--- src/rtl/mult_arbiter.sv ---
// Round-robin arbiter that gives two requesters access to one shared multiplier.
// It streams the granted operand blocks to the multiplier and routes the result stream back to the owner.
module mult_arbiter #(
  parameter int REGISTER_SIZE  = 32,
  parameter int BITS_IN_NUM    = 2048,
  parameter int TIMEOUT_CYCLES = 32768
) (
  input  logic                          clk_in,
  input  logic                          rst_in,
  input  logic [1:0]                    req_valid_in,
  input  logic [1:0][REGISTER_SIZE-1:0] req_n_in,
  input  logic [1:0][REGISTER_SIZE-1:0] req_m_in,
  output logic [1:0]                    req_ready_out,
  output logic [REGISTER_SIZE-1:0]      mult_n_out,
  output logic [REGISTER_SIZE-1:0]      mult_m_out,
  output logic                          mult_valid_out,
  input  logic                          mult_ready_in,
  input  logic [REGISTER_SIZE-1:0]      mult_data_in,
  input  logic                          mult_valid_in,
  input  logic                          mult_final_in,
  output logic [REGISTER_SIZE-1:0]      resp_data_out,
  output logic                          resp_valid_out,
  output logic                          resp_final_out,
  output logic                          resp_id_out,
  output logic                          busy_out,
  output logic                          timeout_out
);

  localparam int BLOCKS = BITS_IN_NUM / REGISTER_SIZE;
  localparam int CNT_W  = (BLOCKS > 1) ? $clog2(BLOCKS) : 1;
  localparam int WD_W   = $clog2(TIMEOUT_CYCLES + 1);
  localparam logic [CNT_W-1:0] LAST_BLK = CNT_W'(BLOCKS - 1);
  localparam logic [WD_W-1:0]  WD_LAST  = WD_W'(TIMEOUT_CYCLES - 1);

  typedef enum logic [1:0] {IDLE, LOAD, WAIT_RESULT} state_t;

  state_t            state_reg, state_next;
  logic              grant_reg, grant_next;
  logic              last_grant_reg, last_grant_next;
  logic [CNT_W-1:0]  blk_cnt_reg, blk_cnt_next;
  logic [WD_W-1:0]   wd_reg, wd_next;
  logic              timeout_reg, timeout_next;
  logic              winner;
  logic              in_load;
  logic              in_wait;

  always_ff @(posedge clk_in or negedge rst_in) begin
    if (!rst_in) begin
      state_reg      <= IDLE;
      grant_reg      <= 1'b0;
      last_grant_reg <= 1'b1;
      blk_cnt_reg    <= '0;
      wd_reg         <= '0;
      timeout_reg    <= 1'b0;
    end else begin
      state_reg      <= state_next;
      grant_reg      <= grant_next;
      last_grant_reg <= last_grant_next;
      blk_cnt_reg    <= blk_cnt_next;
      wd_reg         <= wd_next;
      timeout_reg    <= timeout_next;
    end
  end

  // On a tie the requester that did not win last time is served.
  always_comb begin
    if (req_valid_in == 2'b11) winner = ~last_grant_reg;
    else                       winner = req_valid_in[1];
  end

  always_comb begin
    state_next      = state_reg;
    grant_next      = grant_reg;
    last_grant_next = last_grant_reg;
    blk_cnt_next    = blk_cnt_reg;
    wd_next         = '0;
    timeout_next    = 1'b0;
    case (state_reg)
      IDLE: begin
        blk_cnt_next = '0;
        if (mult_ready_in && (|req_valid_in)) begin
          grant_next      = winner;
          last_grant_next = winner;
          state_next      = LOAD;
        end
      end
      LOAD: begin
        wd_next = wd_reg + WD_W'(1);
        if (req_valid_in[grant_reg]) begin
          if (blk_cnt_reg == LAST_BLK) begin
            blk_cnt_next = '0;
            state_next   = WAIT_RESULT;
          end else begin
            blk_cnt_next = blk_cnt_reg + CNT_W'(1);
          end
        end
      end
      WAIT_RESULT: begin
        wd_next = wd_reg + WD_W'(1);
        if (mult_final_in) begin
          wd_next    = '0;
          state_next = IDLE;
        end
      end
      default: state_next = IDLE;
    endcase
    // Watchdog wins over any other transition in the same cycle.
    if (state_reg != IDLE && wd_reg == WD_LAST) begin
      state_next   = IDLE;
      blk_cnt_next = '0;
      wd_next      = '0;
      timeout_next = 1'b1;
    end
  end

  assign in_load = (state_reg == LOAD);
  assign in_wait = (state_reg == WAIT_RESULT);

  for (genvar gi = 0; gi < 2; gi++) begin : g_ready
    assign req_ready_out[gi] = in_load && (grant_reg == 1'(gi));
  end

  assign mult_valid_out = in_load && req_valid_in[grant_reg];
  assign mult_n_out     = in_load ? req_n_in[grant_reg] : '0;
  assign mult_m_out     = in_load ? req_m_in[grant_reg] : '0;

  assign resp_data_out  = in_wait ? mult_data_in : '0;
  assign resp_valid_out = in_wait && mult_valid_in;
  assign resp_final_out = in_wait && mult_final_in;
  assign resp_id_out    = grant_reg;

  assign busy_out    = (state_reg != IDLE);
  assign timeout_out = timeout_reg;

endmodule
--- config.mk ---
export PLATFORM = sky130hd
export DESIGN_NAME = mult_arbiter
export DESIGN_NICKNAME = d
export VERILOG_FILES = /design/src/rtl/mult_arbiter.sv
export SDC_FILE = /design/constraint.sdc
export NUM_CORES = 1
export LEC_CHECK = 0
export ABC_CLOCK_PERIOD_IN_PS = 3900
export CAP_MARGIN = 20
export CELL_PAD_IN_SITES_DETAIL_PLACEMENT = 1
export CELL_PAD_IN_SITES_GLOBAL_PLACEMENT = 1
export CORE_MARGIN = 10
export CORE_UTILIZATION = 20
export DETAILED_ROUTE_END_ITERATION = 8
export GPL_TIMING_DRIVEN = 0
export PLACE_DENSITY_LB_ADDON = 0.2
export SLEW_MARGIN = 20
export SYNTH_ARGS = -nofsm -noshare
export SYNTH_HDL_FRONTEND = slang
export SYNTH_SLANG_ARGS = --single-unit
--- constraint.sdc ---
create_clock -name clk_in -period 3.9 [get_ports clk_in]
set_clock_uncertainty 0.15 [all_clocks]
set_input_delay 0.585 -clock clk_in [delete_from_list [all_inputs] [get_ports clk_in]]
set_output_delay 0.585 -clock clk_in [all_outputs]
set_load 0.05 [all_outputs]
==> results of run 1 <==
==> worst reg2reg max path, stage by stage (launching register included) <==
cell      delay [ps]
dfrtp_1          400
inv_1            110
ha_1             170
clkbuf_1         330
nor2_1           130
a21o_1           260
or4_1            490
a31oi_1          170
==> layout make-up <==
type                    count  area [µm²]  area share (%)
repair buffers            270        2700            47.9
multi-input cells         283        1840            32.7
flip-flops and latches     27         677            12.0
well taps                 172         215            3.82
plain buffers              22        92.6            1.65
clock buffers               3        75.1            1.33
inverters                   6        22.5           0.400
clock inverters             1        5.00          0.0889
==> cell usage after synthesis, types with 2 or more instances <==
cell type	count
xnor2_1	3
a21oi_1	11
xor2_1	6
mux2i_1	65
inv_1	6
dfrtp_1	26
nor3_1	3
nand4_1	4
clkbuf_1	14
o31ai_1	2
nand2_1	13
ha_1	6
a21o_1	3
nor2_1	81
a2111oi_0	2
or3_1	4
and2_1	38
o21ai_0	8
a31oi_1	3
and4_1	2
and3_1	3
buf_2	7
or4_1	3
nand3_1	11
==> routing by layer <==
| layer | global-route usage, % | up-vias | share of wire, % |
|---|---|---|---|
| li1 | - | 1705 | - |
| met1 | 19.7 | 1705 | 37 |
| met5 | 0 | - | 0.039 |
| met3 | 5.38 | 9 | 8.2 |
| met2 | 34.3 | 111 | 54 |
| met4 | 1.69 | 2 | 0.42 |
==> path summary, 6_finish.rpt <==
check | end | slack [ps] | cells after the start
min in group clk_in | wd_reg[0] | 300 | 1
max in group asynchronous | wd_reg[4] | 3020 | 1
hold reg to reg | wd_reg[0] | 300 | 1
setup reg to reg | blk_cnt_reg[3] | 1630 | 7
setup / recovery | mult_m_out[0] | 310 | 7
hold / removal | wd_reg[1] | 180 | 1
==> kinds of logic after synthesis <==
family | after synthesis
xor gates and xnor gates | 9
buffers and inverters | 28
muxes | 65
adders and majority gates | 6
and+or+nand+nor | 168
AOI/OAI and AO/OA | 35
DFF | 27
==> placed cells by master, fill, tap and decap left out, types with 2 or more instances in the layout <==
cell and n:
mux2i_1 65, or4_1 3, dfrtp_1 26, a21o_1 3
nor2_1 81, a2111oi_0 2, nand4_1 4, and3_1 3
buf_2 8, nand2_1 13, inv_1 6, o21ai_0 8
a21oi_1 11, or3_1 4, clkdlybuf4s50_1 269, ha_1 6
clkbuf_16 3, o31ai_1 2, xor2_1 6, and2_1 38
nand3_1 11, clkbuf_1 13, and4_1 2, a31oi_1 3
xnor2_1 3, nor3_1 3
==> metrics by stage <==
stage / area [µm²] / power [mW] / utilization, % / hold slack (ps) / instances
after floorplan: 2630 / 2.29 / - / 139 / 338
after global placement: 5550 / 3.34 / 43.5 / 287 / 780
final: 5630 / 3.58 / 44.1 / 181 / 784
after CTS: 5630 / 3.63 / 44.0 / 205 / 784
after global routing: 5630 / 3.78 / 44.1 / 221 / 784
after detailed placement: 5550 / 3.39 / 43.4 / 298 / 780
==> where the power goes <==
group | switching (mW) | total (mW) | internal [mW]
clock network | 0.0946 | 0.233 | 0.138
registers | 0.0255 | 0.343 | 0.318
logic | 1.96 | 3.01 | 1.04
==> impl_results.md, run 1 <==
* WP buf/inv at 5
* WL/cell at roughly 23 µm
* RSZ-0062 raised after global routing: false
* Area growth from synthesis to layout at 114%
* Die area at approximately 18000 µm²
* Final nets at about 790
* Worst stage delay on the critical path at 750 ps
* Adder-cell share of the synthesized area at under 10%
* Yosys reg bits at 27
* Library cells used by synthesis at 38
* Die width at roughly 130 µm
* Wire length of the first global-routing pass at between 20000 and 30000 µm
* Filler Cell Count at between 1500 and 2000
* Placeable Area at approximately 13000 µm²
* Fin worst setup slack at 312 ps
* Main flop type after synthesis: dfrtp_1
* Peak supply drop at approximately 0.22 mV
* Hold buffers post-CTS at 0
* ANT cells at 0
* Clk root buf: clkbuf_16
* Min Tclk post-route at ~3600 ps
* Worst-path cell chain: inv_1, ha_1, inv_1, clkbuf_1, clkbuf_1, nor2_1, clkdlybuf4s50_1
* FP Rows at 41
* Sequential fraction of the synthesis area at between 20 and 30%
* Largest family of logic cells by synthesized area: simple AND/OR/NAND/NOR gates
* Post-Syn Area at 2630 µm²
* Pleak at between 2 and 2.5 nW
* Multiplexer share of the synthesized area at around a quarter
* Post-cts resize count at 0
* RR Startpoint: state_reg[1]
* Drt drc at 0
* Final antenna-violating net count at 0
* Initial antenna violation count at 1
* Endpoints failing setup at 0
* Period utilization at between 90 and 100%
* Post-Route WL at 17800 µm
* Starting density of the core at 20.6%
* Count of pins over their slew limit at 0
* # H-tree levels at 1
* Kind of critical path: flip-flop to output pin
* Reg clk slew, reported paths at approximately 70 ps
* Ports at 271
* Max Clk Rate at approximately 0.28 GHz
* Hold violation count in the final report at 0
* Mapped Cells at approximately 340
* Post-synth ARST share at 100%
* Synth top area share at ~25%
* Die Ht at 135 µm
* Yosys Warn Count at 0
* Final setup TNS at 0 ps
* Max-slew headroom at 47.2%
* Deepest clock path buffer count at 2
* Synth Area in Compound Gates at roughly 8.4%
* CTS tree: yes
* Critical path peak fanout at 10
* Xor/xnor share of the synthesized area at under 10%
* Number of global-route vias before repair at 3579
* Crit path launch: state_reg[1]
* Average size of a mapped cell at a little under 8 µm²
* Vias per inst at about 4.5
* Worst path top cell family by delay: buffers and inverters
* Arr. time, crit path at between 2000 and 3000 ps
* P per Cell Area at around 640 nW/µm²
* Startpoint types: flip-flop
* Largest net degree at the start of global routing at 28
* Total Routing Usage GR at 18.0%
* Post CTS Setup Buffer Count at 0
* Post-Synth Simple-Gate Area at a little under a third
* Synthesized Nets at 511
* Synth area leaders: dfrtp_1 (25%), mux2i_1 (25%), nor2_1 (12%), and2_1 (9.0%), ha_1 (2.9%)
* Worst Max-Slew Pin Slew at between 700 and 800 ps
* Synth area leader: dfrtp_1
* DP HPWL at 16000 µm
* CP required at around 3200 ps
* Vias at ~3500
* 1st-iter DRT viols at roughly 140
* CTS Buf Count at 3
* Setup WS pre-CTS at between 500 and 600 ps
* Fraction of layout cells with a size suffix above 1 at ~2.8%
* DRT Pass-1 Iters at 4
* CP Capture Type: output pin
* CP max-delay cell: clkdlybuf4s50_1
* Total congestion overflow at 0
* Clk sinks at 27
* Placer congestion estimate at 0.841
* Clk Latency, worst-skew pair at around 260 ps
* Post-synth EDFFs at 0
* Run status: complete, no violations
* Type of the worst min-delay path: primary input to asynchronous set/reset pin
* Port bufs at 270
* Largest register FFs at 16
* Maxcap violations at 0
Power figures use the tool's default switching activity.
==> run 2, diff against run 1 <==
--- a/config.mk
+++ b/config.mk
@@ -5,12 +5,13 @@
 export SDC_FILE = /design/constraint.sdc
 export NUM_CORES = 1
 export LEC_CHECK = 0
+export ABC_AREA = 1
 export ABC_CLOCK_PERIOD_IN_PS = 3900
 export CAP_MARGIN = 20
 export CELL_PAD_IN_SITES_DETAIL_PLACEMENT = 1
 export CELL_PAD_IN_SITES_GLOBAL_PLACEMENT = 1
 export CORE_MARGIN = 10
-export CORE_UTILIZATION = 20
+export CORE_UTILIZATION = 18
 export DETAILED_ROUTE_END_ITERATION = 8
 export GPL_TIMING_DRIVEN = 0
 export PLACE_DENSITY_LB_ADDON = 0.2
==> run 2 against run 1 <==
Clock power grew 3%. First-iteration DRC count shrank 53%. Critical path depth is the same. Combinational power is essentially flat. Utilization shrank 3.0 points. Wire length shrank 3.7%. Final cell count grew 1.0%. Global-route usage shrank 0.92 points. Worst setup slack lost 48 ps. Sequential cell count is the same. Worst hold slack gained 5.2 ps. Critical endpoint is now mult_m_out[24]. Largest cell class unchanged.
==> impl_results.md, run 2 <==
* Run status: complete, no violations (unchanged)
* WL/cell at 21.6 µm (was 22.7 µm)
* Synth area leaders: dfrtp_1 (27%), a22o_1 (23%), nand2_1 (12%), inv_1 (9.0%), nor2_1 (4.3%) (was dfrtp_1 (25%), mux2i_1 (25%), nor2_1 (12%), and2_1 (9.0%), ha_1 (2.9%))
* Worst Max-Slew Pin Slew at 635 ps (was 792 ps)
* Setup WS pre-CTS at 507 ps (was 501 ps)
* Mapped Cells at 342 (was 338)
* Deepest clock path buffer count at 2 (unchanged)
* Starting density of the core at 18.3% (was 20.6%)
* Placeable Area at 13200 µm² (was 12800 µm²)
* Peak supply drop at 0.199 mV (was 0.220 mV)
* Post CTS Setup Buffer Count at 0 (unchanged)
* Reg clk slew, reported paths at 70 ps (about the same)
* Fraction of layout cells with a size suffix above 1 at 4.87% (was 2.78%)
* CTS tree: yes (unchanged)
* Vias per inst at 4.37 (was 4.51)
* Hold buffers post-CTS at 0 (unchanged)
* Initial antenna violation count at 0 (was 1)
* Yosys Warn Count at 0 (unchanged)
* Synthesized Nets at 515 (was 511)
* Post-cts resize count at 0 (unchanged)
* Critical path peak fanout at 10 (unchanged)
* Post-Layout Cell Count at 792 (was 784)
* Dpl cells at 788 (was 780)
* Placer congestion estimate at 0.886 (was 0.841)
* Die area at 18500 µm² (was 18200 µm²)
* RSZ-0062 raised after global routing: false (unchanged)
* Final setup TNS at 0 ps (unchanged)
* Hold violation count in the final report at 0 (unchanged)
* ANT cells at 0 (unchanged)
* Largest net degree at the start of global routing at 28 (unchanged)
* Ports at 271 (unchanged)
* Hold WS at 186 ps (was 181 ps)
* Type of the worst min-delay path: primary input to asynchronous set/reset pin (unchanged)
* R2R cell count at 11 (was 7)
* Clock power frac at 6.7% (was 6.5%)
* Post-synth ARST share at 100% (unchanged)
* Footprint of the multi-input gates at 1430 µm² (was 1840 µm²)
* Number of global-route vias before repair at 3624 (was 3579)
* Finished layout cell area at 5420 µm² (was 5630 µm²)
* Die width at 136 µm (was 135 µm)
* Net Sw Frac at 58.9% (was 58.2%)
* Post-synth EDFFs at 0 (unchanged)
* Kind of critical path: flip-flop to output pin (unchanged)
* P per Cell Area at 660 nW/µm² (was 637 nW/µm²)
* CP Capture Type: output pin (unchanged)
* Drt drc at 0 (unchanged)
* Area growth from synthesis to layout at 124% (was 114%)
* Endpoints failing setup at 0 (unchanged)
* Vias at 3464 (was 3532)
* Sequential fraction of the synthesis area at 28.0% (was 25.7%)
* Clk root buf: clkbuf_16 (unchanged)
* Average size of a mapped cell at 7.07 µm² (was 7.79 µm²)
* CP required at 3160 ps (about the same)
* Worst-path cell chain: inv_1, ha_1, inv_1, nor2_1, clkbuf_1, a22o_1, clkdlybuf4s50_1 (was inv_1, ha_1, inv_1, clkbuf_1, clkbuf_1, nor2_1, clkdlybuf4s50_1)
* CTS Buf Count at 3 (unchanged)
* CP max-delay cell: clkdlybuf4s50_1 (unchanged)
* Post-Route WL at 17100 µm (was 17800 µm)
* Most frequent cells in the layout: clkdlybuf4s50_1 (269), nand2_1 (75), a22o_1 (64) (was clkdlybuf4s50_1 (269), nor2_1 (81), mux2i_1 (65))
* Library cells used by synthesis at 27 (was 38)
* # H-tree levels at 1 (unchanged)
* Synth top area share at 26.9% (was 24.7%)
* Sequential Area at 677 µm² (unchanged)
* Most common cell after layout, fill and taps aside: clkdlybuf4s50_1 (unchanged)
* Min Tclk post-route at 3640 ps (was 3590 ps)
* Largest register FFs at 16 (unchanged)
* Final antenna-violating net count at 0 (unchanged)
* Fin worst setup slack at 264 ps (was 312 ps)
* Clk Latency, worst-skew pair at 260 ps (about the same)
* Worst stage delay on the critical path at 840 ps (was 750 ps)
* Arr. time, crit path at 2900 ps (was 2850 ps)
* DP HPWL at 15300 µm (was 16000 µm)
* Clk sinks at 27 (unchanged)
* Yosys reg bits at 27 (unchanged)
* Startpoint types: flip-flop (unchanged)
* Main flop type after synthesis: dfrtp_1 (unchanged)
* Most Frequent Cell on Critical Path: inv_1
* Final nets at 790 (was 786)
* Period utilization at 93.2% (was 92.0%)
* 1st-iter DRT viols at 68 (was 144)
* Worst path top cell family by delay: buffers and inverters (unchanged)
* WP buf/inv at 4 (was 5)
* Wire length of the first global-routing pass at 24300 µm (was 25100 µm)
* Max-slew headroom at 57.7% (was 47.2%)
* Die Ht at 136 µm (was 135 µm)
* DRT Pass-1 Iters at 4 (unchanged)
* Net Switching at 2.11 mW (was 2.08 mW)
* Most frequent cell after synthesis: nand2_1 (was nor2_1)
* Total congestion overflow at 0 (unchanged)
* FP Rows at 42 (was 41)
* Placed instance area at 5340 µm² (was 5550 µm²)
* Port bufs at 270 (unchanged)
* Count of pins over their slew limit at 0 (unchanged)
* Synth cell count leaders: nand2_1 (75), a22o_1 (64), inv_1 (58), nor2_1 (28), dfrtp_1 (26) (was nor2_1 (81), mux2i_1 (65), and2_1 (38), dfrtp_1 (26), clkbuf_1 (14))
* Cell depth of the worst setup path at 7 (unchanged)
* Logic pwr share at 83.6% (was 83.9%)
* Synth area leader: dfrtp_1 (unchanged)
* Pleak at 2.45 nW (was 2.28 nW)
* P_int at 1.47 mW (was 1.50 mW)
* Max Clk Rate at 0.275 GHz (was 0.279 GHz)
* Total Routing Usage GR at 17.1% (was 18.0%)
* Post-Syn Area at 2420 µm² (was 2630 µm²)
* Maxcap violations at 0 (unchanged)
* Reg power frac at 9.8% (was 9.6%)
* Filler Cell Count at 1577 (was 1509)
==> run 2: worst paths after layout <==
path | slack [ps] | start | to
setup / recovery | 260 | state_reg[1] | mult_m_out[24]
hold / removal | 190 | rst_in | wd_reg[4]
setup reg to reg | 1860 | state_reg[0] | wd_reg[12]
hold reg to reg | 330 | wd_reg[0] | wd_reg[0]
max in group asynchronous | 3000 | rst_in | blk_cnt_reg[1]
min in group clk_in | 330 | wd_reg[0] | wd_reg[0]
==> run 2: area by class of cell <==
class / count / share of cell area (%)
multi-input combinational: 237 / 26.4
tap: 176 / 4.07
timing repair buffer: 270 / 49.8
sequential: 27 / 12.5
clock buffer: 3 / 1.39
inverter: 59 / 4.09
clock inverter: 1 / 0.0924
buffer: 19 / 1.64
==> run 2: logic make-up after synthesis <==
group | Yosys count | synth area share (%)
and+or+nand+nor | 143 | 26.1
AOI/OAI and AO/OA | 78 | 26.3
buffers and inverters | 78 | 12.8
DFF | 27 | 28.0
xor gates and xnor gates | 10 | 3.62
adders and majority gates | 6 | 3.11
==> run 2: routing by layer <==
metal | wire (µm) | part of all wire [%] | track usage, %
met1 | 6200 | 36 | 17.8
met2 | 9520 | 56 | 33.9
met3 | 1280 | 7.5 | 4.50
met4 | 100 | 0.58 | 2.19
met5 | 0 | 0 | 0
==> run 2: through the flow <==
stage	power (mW)	utilization (%)
final	3.57	41.1
after CTS	3.63	41.1
after global placement	3.34	40.5
after detailed placement	3.37	40.4
after global routing	3.78	41.1
after floorplan	2.25	-
==> run 2: power by group through the flow <==
stage | clock network, mW | logic, mW | registers, mW
after floorplan | 0 | 1.89 | 0.362
after global placement | 0 | 2.99 | 0.352
after detailed placement | 0 | 3.02 | 0.355
after CTS | 0.254 | 3.03 | 0.349
after global routing | 0.263 | 3.16 | 0.354
final | 0.239 | 2.99 | 0.348
